`src/rtl/cvtfifo_pkg.sv`:
```
// Shared constants for the convertible packet FIFO controller: phase encoding,
// default address width and drop counter width.
package cvtfifo_pkg;

    localparam int AW_DEF = 8;
    localparam int DROP_W = 16;

    typedef enum logic [2:0] {
        ST_IDLE = 3'd0,
        ST_RX   = 3'd1,
        ST_PROC = 3'd2,
        ST_TX   = 3'd3,
        ST_DROP = 3'd4
    } state_e;

    // DROP is an internal refinement of RX and is reported as RX.
    function automatic logic [1:0] mode_of(state_e s);
        return (s == ST_DROP) ? 2'd1 : s[1:0];
    endfunction

endpackage

```
`src/rtl/cvtfifo_addr_gen.sv`:
```
// Wrapping buffer pointer with synchronous load (priority) and increment.
module cvtfifo_addr_gen
    import cvtfifo_pkg::*;
#(
    parameter int AW = AW_DEF
) (
    input  logic          clk,
    input  logic          reset,
    input  logic          load_i,
    input  logic [AW-1:0] load_val_i,
    input  logic          inc_i,
    output logic [AW-1:0] addr_o
);

    logic [AW-1:0] addr_q;

    always_ff @(posedge clk or negedge reset) begin
        if (!reset)      addr_q <= '0;
        else if (load_i) addr_q <= load_val_i;
        else if (inc_i)  addr_q <= addr_q + 1'b1;
    end

    assign addr_o = addr_q;

endmodule

```
`src/rtl/cvtfifo_ctrl.sv`:
```
// Phase sequencer for the packet buffer shared by the network port and the
// pipeline: receive, processor-owned, transmit, with overlong packets dropped.
module cvtfifo_ctrl
    import cvtfifo_pkg::*;
#(
    parameter int AW        = AW_DEF,
    parameter int MAX_WORDS = 256
) (
    input  logic              clk,
    input  logic              reset,
    input  logic              in_valid,
    input  logic              in_eop,
    output logic              in_rdy,
    output logic              buf_we,
    output logic [AW-1:0]     wr_addr,
    output logic [AW-1:0]     rd_addr,
    output logic              out_valid,
    output logic              out_eop,
    input  logic              out_rdy,
    output logic              proc_go,
    output logic              proc_en,
    input  logic              proc_done,
    output logic [AW-1:0]     first_addr,
    output logic [AW-1:0]     last_addr,
    output logic [AW:0]       pkt_len,
    output logic [1:0]        mode,
    output logic [DROP_W-1:0] drop_cnt
);

    localparam logic [AW:0] MAXW = (AW+1)'(MAX_WORDS);
    localparam logic [AW:0] ONE  = (AW+1)'(1);

    state_e              state_q;
    logic [AW-1:0]       head_q, first_q, last_q;
    logic [AW:0]         cnt_q, len_q;
    logic                in_rdy_q, out_valid_q, proc_go_q, proc_en_q;
    logic [DROP_W-1:0]   drop_q;

    logic                xfer, tx_fire, tx_last, done_ok;
    logic                wr_load, rd_load;
    logic [AW-1:0]       wr_load_val;

    assign xfer    = in_valid & in_rdy_q;
    assign tx_fire = out_valid_q & out_rdy;
    assign tx_last = out_valid_q & (rd_addr == last_q);
    // A proc_done seen alongside the start pulse belongs to a previous run.
    assign done_ok = proc_done & ~proc_go_q;

    // Gated by reset so nothing is written while the controller is held.
    assign buf_we  = xfer & (state_q != ST_DROP) & reset;

    // Write pointer returns to head after a drop, or moves past the sent packet.
    assign wr_load     = ((state_q == ST_DROP) & in_valid & in_eop) |
                         ((state_q == ST_TX) & tx_fire & tx_last);
    assign wr_load_val = (state_q == ST_DROP) ? head_q : last_q + 1'b1;
    assign rd_load     = (state_q == ST_PROC) & done_ok;

    cvtfifo_addr_gen #(.AW(AW)) u_wr (
        .clk        (clk),
        .reset      (reset),
        .load_i     (wr_load),
        .load_val_i (wr_load_val),
        .inc_i      (buf_we),
        .addr_o     (wr_addr)
    );

    cvtfifo_addr_gen #(.AW(AW)) u_rd (
        .clk        (clk),
        .reset      (reset),
        .load_i     (rd_load),
        .load_val_i (first_q),
        .inc_i      (tx_fire),
        .addr_o     (rd_addr)
    );

    always_ff @(posedge clk or negedge reset) begin
        if (!reset) begin
            state_q     <= ST_IDLE;
            head_q      <= '0;
            first_q     <= '0;
            last_q      <= '0;
            cnt_q       <= '0;
            len_q       <= '0;
            in_rdy_q    <= 1'b1;
            out_valid_q <= 1'b0;
            proc_go_q   <= 1'b0;
            proc_en_q   <= 1'b0;
            drop_q      <= '0;
        end else begin
            proc_go_q <= 1'b0;
            case (state_q)
                ST_IDLE: if (xfer) begin
                    first_q <= head_q;
                    cnt_q   <= ONE;
                    if (in_eop) begin
                        last_q    <= head_q;
                        len_q     <= ONE;
                        in_rdy_q  <= 1'b0;
                        proc_go_q <= 1'b1;
                        proc_en_q <= 1'b1;
                        state_q   <= ST_PROC;
                    end else if (MAXW == ONE) begin
                        state_q <= ST_DROP;
                    end else begin
                        state_q <= ST_RX;
                    end
                end
                ST_RX: if (xfer) begin
                    cnt_q <= cnt_q + 1'b1;
                    if (in_eop) begin
                        last_q    <= wr_addr;
                        len_q     <= cnt_q + 1'b1;
                        in_rdy_q  <= 1'b0;
                        proc_go_q <= 1'b1;
                        proc_en_q <= 1'b1;
                        state_q   <= ST_PROC;
                    end else if (cnt_q + 1'b1 == MAXW) begin
                        state_q <= ST_DROP;
                    end
                end
                ST_DROP: if (in_valid && in_eop) begin
                    if (drop_q != '1) drop_q <= drop_q + 1'b1;
                    state_q <= ST_IDLE;
                end
                ST_PROC: if (done_ok) begin
                    proc_en_q   <= 1'b0;
                    out_valid_q <= 1'b1;
                    state_q     <= ST_TX;
                end
                ST_TX: if (tx_fire && tx_last) begin
                    head_q      <= last_q + 1'b1;
                    out_valid_q <= 1'b0;
                    in_rdy_q    <= 1'b1;
                    state_q     <= ST_IDLE;
                end
                default: state_q <= ST_IDLE;
            endcase
        end
    end

    assign in_rdy     = in_rdy_q;
    assign out_valid  = out_valid_q;
    assign out_eop    = tx_last;
    assign proc_go    = proc_go_q;
    assign proc_en    = proc_en_q;
    assign first_addr = first_q;
    assign last_addr  = last_q;
    assign pkt_len    = len_q;
    assign mode       = mode_of(state_q);
    assign drop_cnt   = drop_q;

endmodule

```
`config.mk`:
```
export PLATFORM = sky130hd
export DESIGN_NAME = cvtfifo_ctrl
export DESIGN_NICKNAME = d
export VERILOG_FILES = /design/src/rtl/cvtfifo_pkg.sv /design/src/rtl/cvtfifo_addr_gen.sv /design/src/rtl/cvtfifo_ctrl.sv
export SDC_FILE = /design/constraint.sdc
export NUM_CORES = 1
export LEC_CHECK = 0
export CAP_MARGIN = 25
export CORE_MARGIN = 4
export CORE_UTILIZATION = 54
export DETAILED_ROUTE_END_ITERATION = 10
export PLACE_DENSITY = 0.81
export SETUP_SLACK_MARGIN = 0.3
export SYNTH_ARGS = -nofsm -noshare
export SYNTH_HDL_FRONTEND = slang
export SYNTH_SLANG_ARGS = --single-unit
```
`constraint.sdc`:
```
create_clock -name clk -period 2.6 [get_ports clk]
set_clock_uncertainty 0.2 [all_clocks]
set_input_delay 0.52 -clock clk [delete_from_list [all_inputs] [get_ports clk]]
set_output_delay 0.52 -clock clk [all_outputs]
set_load 0.01 [all_outputs]
```
### Yosys cells after proc, flatten, opt, wreduce, memory -nomap -nowiden

Index checks and enable logic that the tools add are counted.

| cells by class | value |
|---|---|
| add/sub/neg operators | 5 |
| eq/ne operators | 18 |
| mux-type cells | 42 |
| bitwise gates (word level) | 13 |
| reductions and logical operators | 19 |

Operator list:

| cell | number |
|---|---|
| 8-bit 2-to-1 mux | 9 |
| 9-bit 2-to-1 mux | 6 |
| 9-bit one-hot mux with 2 select lines | 2 |
| 8-bit by 1-bit adder with 8-bit output (second input constant) | 3 |
| 3-bit 2-to-1 mux | 7 |
| 16-bit by 1-bit adder with 16-bit output (second input constant) | 1 |
| 16-bit inequality test (second input constant) | 1 |
| 8-bit one-hot mux with 2 select lines | 1 |
| 3-bit one-hot mux with 5 select lines | 1 |
| 2-bit nonzero test | 6 |
| 1-bit bitwise AND | 11 |
| 1-bit 2-to-1 mux | 11 |
| 2-bit inequality test (second input constant) | 5 |
| 9-bit by 1-bit adder with 9-bit output (second input constant) | 1 |
| 9-bit == test (second input constant) | 1 |
| 3-bit AND reduction | 3 |
| 8-bit == test | 1 |
| 2-bit by 1-bit inequality test with 1-bit output (second input constant) | 4 |
| 4-bit AND reduction | 2 |
| 3-bit by 2-bit == test with 1-bit output (second input constant) | 2 |
| 3-bit inequality test (second input constant) | 2 |
| 1-bit one-hot mux with 2 select lines | 3 |
| 6-bit AND reduction | 1 |
| 5-bit AND reduction | 1 |
| other kinds (9) | 12 |

| storage, ports and cells | value |
|---|---|
| register bits | 81 |
| input port bits | 6 |

### Logic depth before layout (Yosys ltp)

Gate-level depths: netlist (run 1).

| logic depth | value |
|---|---|
| depth after elaboration | 6 |
| gate-level depth with buffers | 8 |

### Cells and area by module

Synthesis (run 1) repeated with hierarchy kept, for this count alone.

| second synthesis, totals | value |
|---|---|
| cell total of the unflattened synthesis | 427 |
| area total of the unflattened synthesis | 4180.3 um2 |

By module, submodules not included:

| module | times used | cells an instance | area an instance (um2) | sequential area each (um2) |
|---|---|---|---|---|
| cvtfifo_ctrl | 1 | 329 | 3279.4 | 1627.8 |
| cvtfifo_addr_gen | 2 | 49 | 450.4 | 200.2 |

### Worst setup path after synthesis (run 1)

Ideal clock, no wire load.

| path | value |
|---|---|
| kind | reg2reg |
| from | register cnt_q[0] |
| to | register state_q[2] |
| library setup time | 77 ps |
| arrival | 1896 ps |
| path slack | 427 ps |
| stages on the path, launching flop included | 7 |
| clock period less this slack | 2173 ps |
| cells stage by stage | dfrtp_1 ha_1 or4_1 o21ai_0 a21oi_1 or4_1 a21oi_1 |

| between the ends | value |
|---|---|
| word-level cells in the longest chain between the ends | 4 |

Ends and longest elaborated chain:

| what | RTL line | source |
|---|---|---|
| from (decl) | cvtfifo_ctrl.sv:35 | `logic [AW:0] cnt_q, len_q;` |
| from (signal assigned) | cvtfifo_ctrl.sv:109 | `cnt_q <= cnt_q + 1'b1;` |
| 9-bit by 1-bit adder with 9-bit output | cvtfifo_ctrl.sv:117 | `end else if (cnt_q + 1'b1 == MAXW) begin` |
| 9-bit == test | cvtfifo_ctrl.sv:117 |  |
| 3-bit inequality test (no source line) | -- |  |
| 6-bit AND reduction (no source line) | -- |  |
| to (signal assigned) | cvtfifo_ctrl.sv:116 | `state_q <= ST_PROC;` |
| to (signal assigned) | cvtfifo_ctrl.sv:118 | `state_q <= ST_DROP;` |
| to (signal assigned) | cvtfifo_ctrl.sv:123 | `state_q <= ST_IDLE;` |
| to (decl) | cvtfifo_ctrl.sv:33 | `state_e state_q;` |

No other way between the ends.
A chain may end at the register's enable or synchronous reset.

### Worst setup path in the final report (run 1)

| path | value |
|---|---|
| from | register in_rdy_q, in the netlist in_rdy |
| to | output port in_rdy |

RTL lines:

| what | RTL line | source |
|---|---|---|
| from (decl) | cvtfifo_ctrl.sv:36 | `logic in_rdy_q, out_valid_q, proc_go_q, proc_en_q;` |
| from (signal assigned) | cvtfifo_ctrl.sv:84 | `in_rdy_q <= 1'b1;` |
| from (signal assigned) | cvtfifo_ctrl.sv:98 | `in_rdy_q <= 1'b0;` |
| from (signal assigned) | cvtfifo_ctrl.sv:113 | `in_rdy_q <= 1'b0;` |
| to (decl) | cvtfifo_ctrl.sv:13 | `output logic in_rdy,` |

No word-level cell between the ends.

==> results of run 1 <==
[worst paths after layout]
| path | startpoint | endpoint | depth (start not counted) |
|---|---|---|---|
| setup / recovery | in_rdy | in_rdy | 1 |
| hold / removal | reset | first_addr[5] | 2 |
| setup reg to reg | cnt_q[1] | state_q[2] | 6 |
| hold reg to reg | pkt_len[2] | pkt_len[2] | 2 |
| max in group asynchronous | reset | last_addr[6] | 3 |
| min in group clk | pkt_len[2] | pkt_len[2] | 2 |
[through the flow]
stage	hold WS, ns	total power (uW)	worst slack, ns
after floorplan	0.0244	1290	0.427
after global placement	0.248	1330	0.0964
after detailed placement	0.255	1330	0.0506
after CTS	0.190	2320	0.257
after global routing	0.234	2380	0.272
final	0.167	2320	0.351
[layout by cell type, fill, tap and decap left out, types with 3 or more instances in the layout]
cell type         n
o21a_1            3
nand4_1           8
o21ai_0          21
and2_1            6
a21o_1            4
and3_1           10
nor3_1            9
clkdlybuf4s50_1  66
nand3_1          29
mux2_1            5
a21oi_1           8
dfrtp_2          13
nor2_1           30
xnor2_1          32
buf_4            28
mux2_2            5
clkbuf_8         10
ha_1              5
a22o_1            5
nand2_1          58
o21ai_1          10
inv_1            10
xor2_1           17
dfrtp_1          67
mux2i_1          21
[final cells by class]
type,count,area [sq um],area share (%)
multi-input cells,322,2130,38.9
flip-flops and latches,81,2040,37.4
repair buffers,98,910,16.6
clock buffers,10,138,2.52
well taps,102,128,2.33
clock inverters,5,80.1,1.46
inverters,11,41.3,0.755
[report_power, final]
| part | internal (uW) | total [uW] | leakage, uW | switching, uW |
|---|---|---|---|---|
| clock network | 560 | 1020 | 0.000104 | 461 |
| registers | 1260 | 1260 | 0.00109 | 0.00000000000147 |
| logic | 10.8 | 41.5 | 0.00129 | 30.7 |
| total | 1830 | 2320 | 0.00248 | 492 |
[routing by layer]
metal	vias to the layer above	wire length, microns
li1	1690	-
met1	1707	4570
met2	120	5020
met3	13	782
met4	0	167
met5	-	0
[flip-flops by register name, indices dropped and copies added (netlist names)]
register,flops
first_addr,8
head_q,8
last_addr,8
drop_cnt,16
u_rd.addr_o,8
proc_go,1
cnt_q,9
pkt_len,9
proc_en,1
out_valid,1
in_rdy,1
u_wr.addr_o,8
state_q,3
[logic make-up after synthesis]
logic type,synth area share (%)
simple gates,20.2
flops,47.6
compound gates,9.52
xor+xnor,10.1
mux,7.58
buf+inv,3.17
fa+ha+maj,1.76
[repair_timing]
item                       in CTS  in global routing
setup buffers                   0                  4
setup endpoints to repair      13                  4
resized for setup              15                 14
pin swaps                       0                  3
==> reports/summary.txt, run 1 <==
Status -> finished clean
FF+latch count, synth -> 81
Io pins -> 71
First-pass GRT wire length -> 17,400 microns
Yosys cell types -> 51
Actual slew at the worst max-slew pin -> 0.741 ns
Main flop type after synthesis -> dfrtp_1
Max Clk Rate -> 445 MHz
Final setup fails -> 0
Final Util -> 71.1%
Setup_tns -> 0 ns
Slowest stage delay, CP -> 0.61 ns
Worst reg-to-reg setup slack -> 0.37 ns
Root Buffer -> clkbuf_8
CTS H-tree depth -> 3
Final period demand of the worst path -> 2.25 ns
Vias in the first global route -> 3,531
Core ar. -> 7690 sq um
Hold Buf Count CTS -> 0
Mapped Nets -> 445
Synth area leader -> dfrtp_1
Placed Cells -> 610
Num CTS Buffers -> 9
DRT antenna net count -> 0
DIE HEIGHT -> 96.8 microns
RSZ-0062 raised after global routing -> true
CTS tree -> done
Synth top area cells -> dfrtp_1, xnor2_1, nand2_1, mux2i_1, xor2_1
GRT Total Usage -> 22.8%
PD cells -> 425 nW/um^2
Die area -> 9370 sq um
Share of layout cells above drive strength 1 -> 14.4%
Req. time, crit path -> 1.88 ns
Met1 GRT Util -> 31.4%
Die width -> 96.8 microns
Wirelength per Cell -> 16.8 microns
Most common cell in the netlist -> dfrtp_1
Clk_lat worst skew -> 0.36 ns
Routed vias -> 3,530
Number of synthesized flops with an enable pin -> 0
Worst-path fanout max -> 7
Initial antenna violation count -> 0
Most Crowded Layer GR -> met2
Syn Std Cell Area -> 4260 sq um
Setup crit start kind -> register
DPL Wire Length -> 7430 microns
Met3 GRT Util -> 6.34%
# DRC -> 0
Num rows -> 32
Starting Density -> 55.4%
Nets -> 535
Post-Route WL -> 10,500 microns
Area growth syn-to-layout -> 28.4%
Cell count after synthesis -> 433
Slew margin rel. -> 50.6%
Fill count -> 590
Congestion Overflow GR -> 0
Largest net degree at the start of global routing -> 60
Post-synth top cells -> dfrtp_1, nand2_1, xnor2_1
Leakage -> 0.00248 uW
Crit path DAT -> 1.53 ns
Met2 usage -> 34.8%
YS warnings -> 0
Final Cycle Share -> 86.5%
Peak VDD IR -> 0.000318 V
Cell Area, Placed -> 5170 sq um
Number of buffers and inverters on the critical path -> 1
Worst hold path type -> in -> async
Setup Crit Path Kind -> reg -> out
Buffers on Ports -> 70
CTS sink cnt -> 81
Final Max Slew Viols -> 0
Routability Congestion -> 0.875
Post-route cell area -> 5470 sq um
FFs w/ async S/R, synth -> 100%
Mean Syn Cell Area -> 9.83 sq um
CP endpoint kind -> output pin
Hold Vio Cnt, Final -> 0
DR pass1 iterations -> 4
Max-Cap Viols -> 0
Yosys top cell area share -> 47.0%
Avg Vias per Cell -> 5.61
Clock Pin Slew Worst Setup and Hold Paths -> 0.09 ns
Slowest-stage cell, CP -> dfstp_2
CP cell instances -> clkdlybuf4s50_1
CP delay by family, top -> flip-flops
CTS max path bufs -> 2
Sequential area share after synthesis -> 47.6%
Antenna Cells -> 0
1st-iter DRT viols -> 265
Final non-filler cell total -> 629
No activity file was read; power rests on OpenSTA's default activity.
==> run 2, diff against run 1 <==
- SLEW_MARGIN: unset -> 20
- TNS_END_PERCENT: unset -> 1
==> run 2 against run 1 <==
First-iteration DRC count fell by 0.38%; worst setup slack worse by 0.087 ns; critical path type is now reg -> reg; utilization decreased by 0.83 points; fmax fell by 3.7%; via count fell by 1.3%; routed wire length shrank 2.9%; clock power hardly changed; flip-flop and latch count unchanged; final area fell by 1.2%.
==> reports/summary.txt, run 2 (synthesis results as in run 1) <==
PD cells -> 429 nW/um^2
Max Clk Rate -> 428 MHz
Max FFs per register -> 16
Area growth syn-to-layout -> 26.9%
Clock Pin Slew Worst Setup and Hold Paths -> 0.09 ns
Num CTS Buffers -> 9
Wirelength per Cell -> 16.4 microns
GRT Total Usage -> 22.5%
Io pins -> 71
RSZ-0062 raised after global routing -> true
Worst-path fanout max -> 6
Starting Density -> 55.4%
Final period demand of the worst path -> 2.34 ns
Actual slew at the worst max-slew pin -> 0.747 ns
Slew margin rel. -> 50.2%
Nets -> 531
Antenna Cells -> 0
CTS max path bufs -> 2
Setup_tns -> 0 ns
Congestion Overflow GR -> 0
Req. time, crit path -> 2.68 ns
Routability Congestion -> 0.875
Share of layout cells above drive strength 1 -> 11.5%
Final non-filler cell total -> 625
Peak VDD IR -> 0.000317 V
Vias in the first global route -> 3,463
Leakage -> 0.00248 uW
Placed Cells -> 610
Post-Route WL -> 10,200 microns
Most frequent cells in the layout -> dfrtp_1, clkdlybuf4s50_1, nand2_1
Max-Cap Viols -> 0
Worst hold path type -> in -> async
Hold slack -> 0.161 ns
DPL Wire Length -> 7430 microns
DR pass1 iterations -> 4
Crit path DAT -> 2.42 ns
Core ar. -> 7690 sq um
Final Max Slew Viols -> 0
Hold Vio Cnt, Final -> 0
Commonest non-fill, non-tap cell in the layout -> dfrtp_1
Clk_lat worst skew -> 0.36 ns
DRT antenna net count -> 0
Setup Crit Path Kind -> reg -> reg
Root Buffer -> clkbuf_8
CTS tree -> done
Num rows -> 32
Fill count -> 597
1st-iter DRT viols -> 264
Avg Vias per Cell -> 5.58
Status -> finished clean
Final setup fails -> 0
DIE HEIGHT -> 96.8 microns
First-pass GRT wire length -> 17,100 microns
CTS sink cnt -> 81
CP endpoint kind -> register
Initial antenna violation count -> 0
Setup crit start kind -> register
Routed vias -> 3,485
Buffers on Ports -> 70
Largest net degree at the start of global routing -> 60
Die area -> 9370 sq um
Final Cycle Share -> 89.9%
# DRC -> 0
Die width -> 96.8 microns
Setup bufs post-CTS -> 0
CTS H-tree depth -> 3
==> run 2: where the power goes <==
group	total (uW)	internal, uW	switching (uW)
combinational	41.2	10.8	30.4
sequential	1260	1260	0.00000000000140
clock	1020	560	457
==> run 2: critical path: stages (launching register included) <==
cell and delay [ns]:
dfrtp_1 0.41, ha_1 0.29, or4_1 0.53, o21ai_0 0.09, a21oi_1 0.08, or4_1 0.52, a21oi_1 0.15
==> run 2: final cells by class <==
class                   instances  area, sq um  share of cell area (%)
repair buffers                 94          878                    16.3
flip-flops and latches         81         2030                    37.7
well taps                     102          128                    2.36
clock buffers                  10          138                    2.55
clock inverters                 5         80.1                    1.48
multi-input cells             322         2100                    38.9
inverters                      11         41.3                   0.764
==> run 2: metrics by stage <==
| step | instance area, sq um | setup WS [ns] | total power, uW | utilization (%) |
|---|---|---|---|---|
| final | 5400 | 0.264 | 2320 | 70.3 |
| after global routing | 5400 | 0.169 | 2380 | 70.3 |
| after CTS | 5400 | 0.243 | 2320 | 70.3 |
| after detailed placement | 5170 | 0.0506 | 1330 | 67.3 |
| after global placement | 5170 | 0.0964 | 1330 | 67.3 |
| after floorplan | 4260 | 0.427 | 1290 | - |
==> run 2: routing by layer <==
metal  part of all wire, %  global-route usage, %  vias up
met3                   6.8                   5.62       10
met2                    47                   34.1      106
met5                     0                      0        -
met1                    45                   32.0     1691
met4                   1.3                   6.91        0
li1                      -                      -     1678
==> run 2: worst paths after layout <==
check | start | endpoint | slack [ns] | cells past startpoint
worst min-delay path | reset | first_addr[5] | 0.16 | 2
max in group asynchronous | reset | last_addr[6] | 1.20 | 3
worst max register to register | cnt_q[0] | state_q[2] | 0.26 | 6
worst max-delay path | cnt_q[0] | state_q[2] | 0.26 | 6
min in group clk | pkt_len[2] | pkt_len[2] | 0.27 | 2
worst min register to register | pkt_len[2] | pkt_len[2] | 0.27 | 2
==> run 2: what timing repair did <==
item,in CTS,in global routing
hold buffers,0,0
pin swaps,0,1
hold endpoints to repair,0,0
resized for setup,12,2
endpoints found under the setup margin,13,14
cloned,0,0
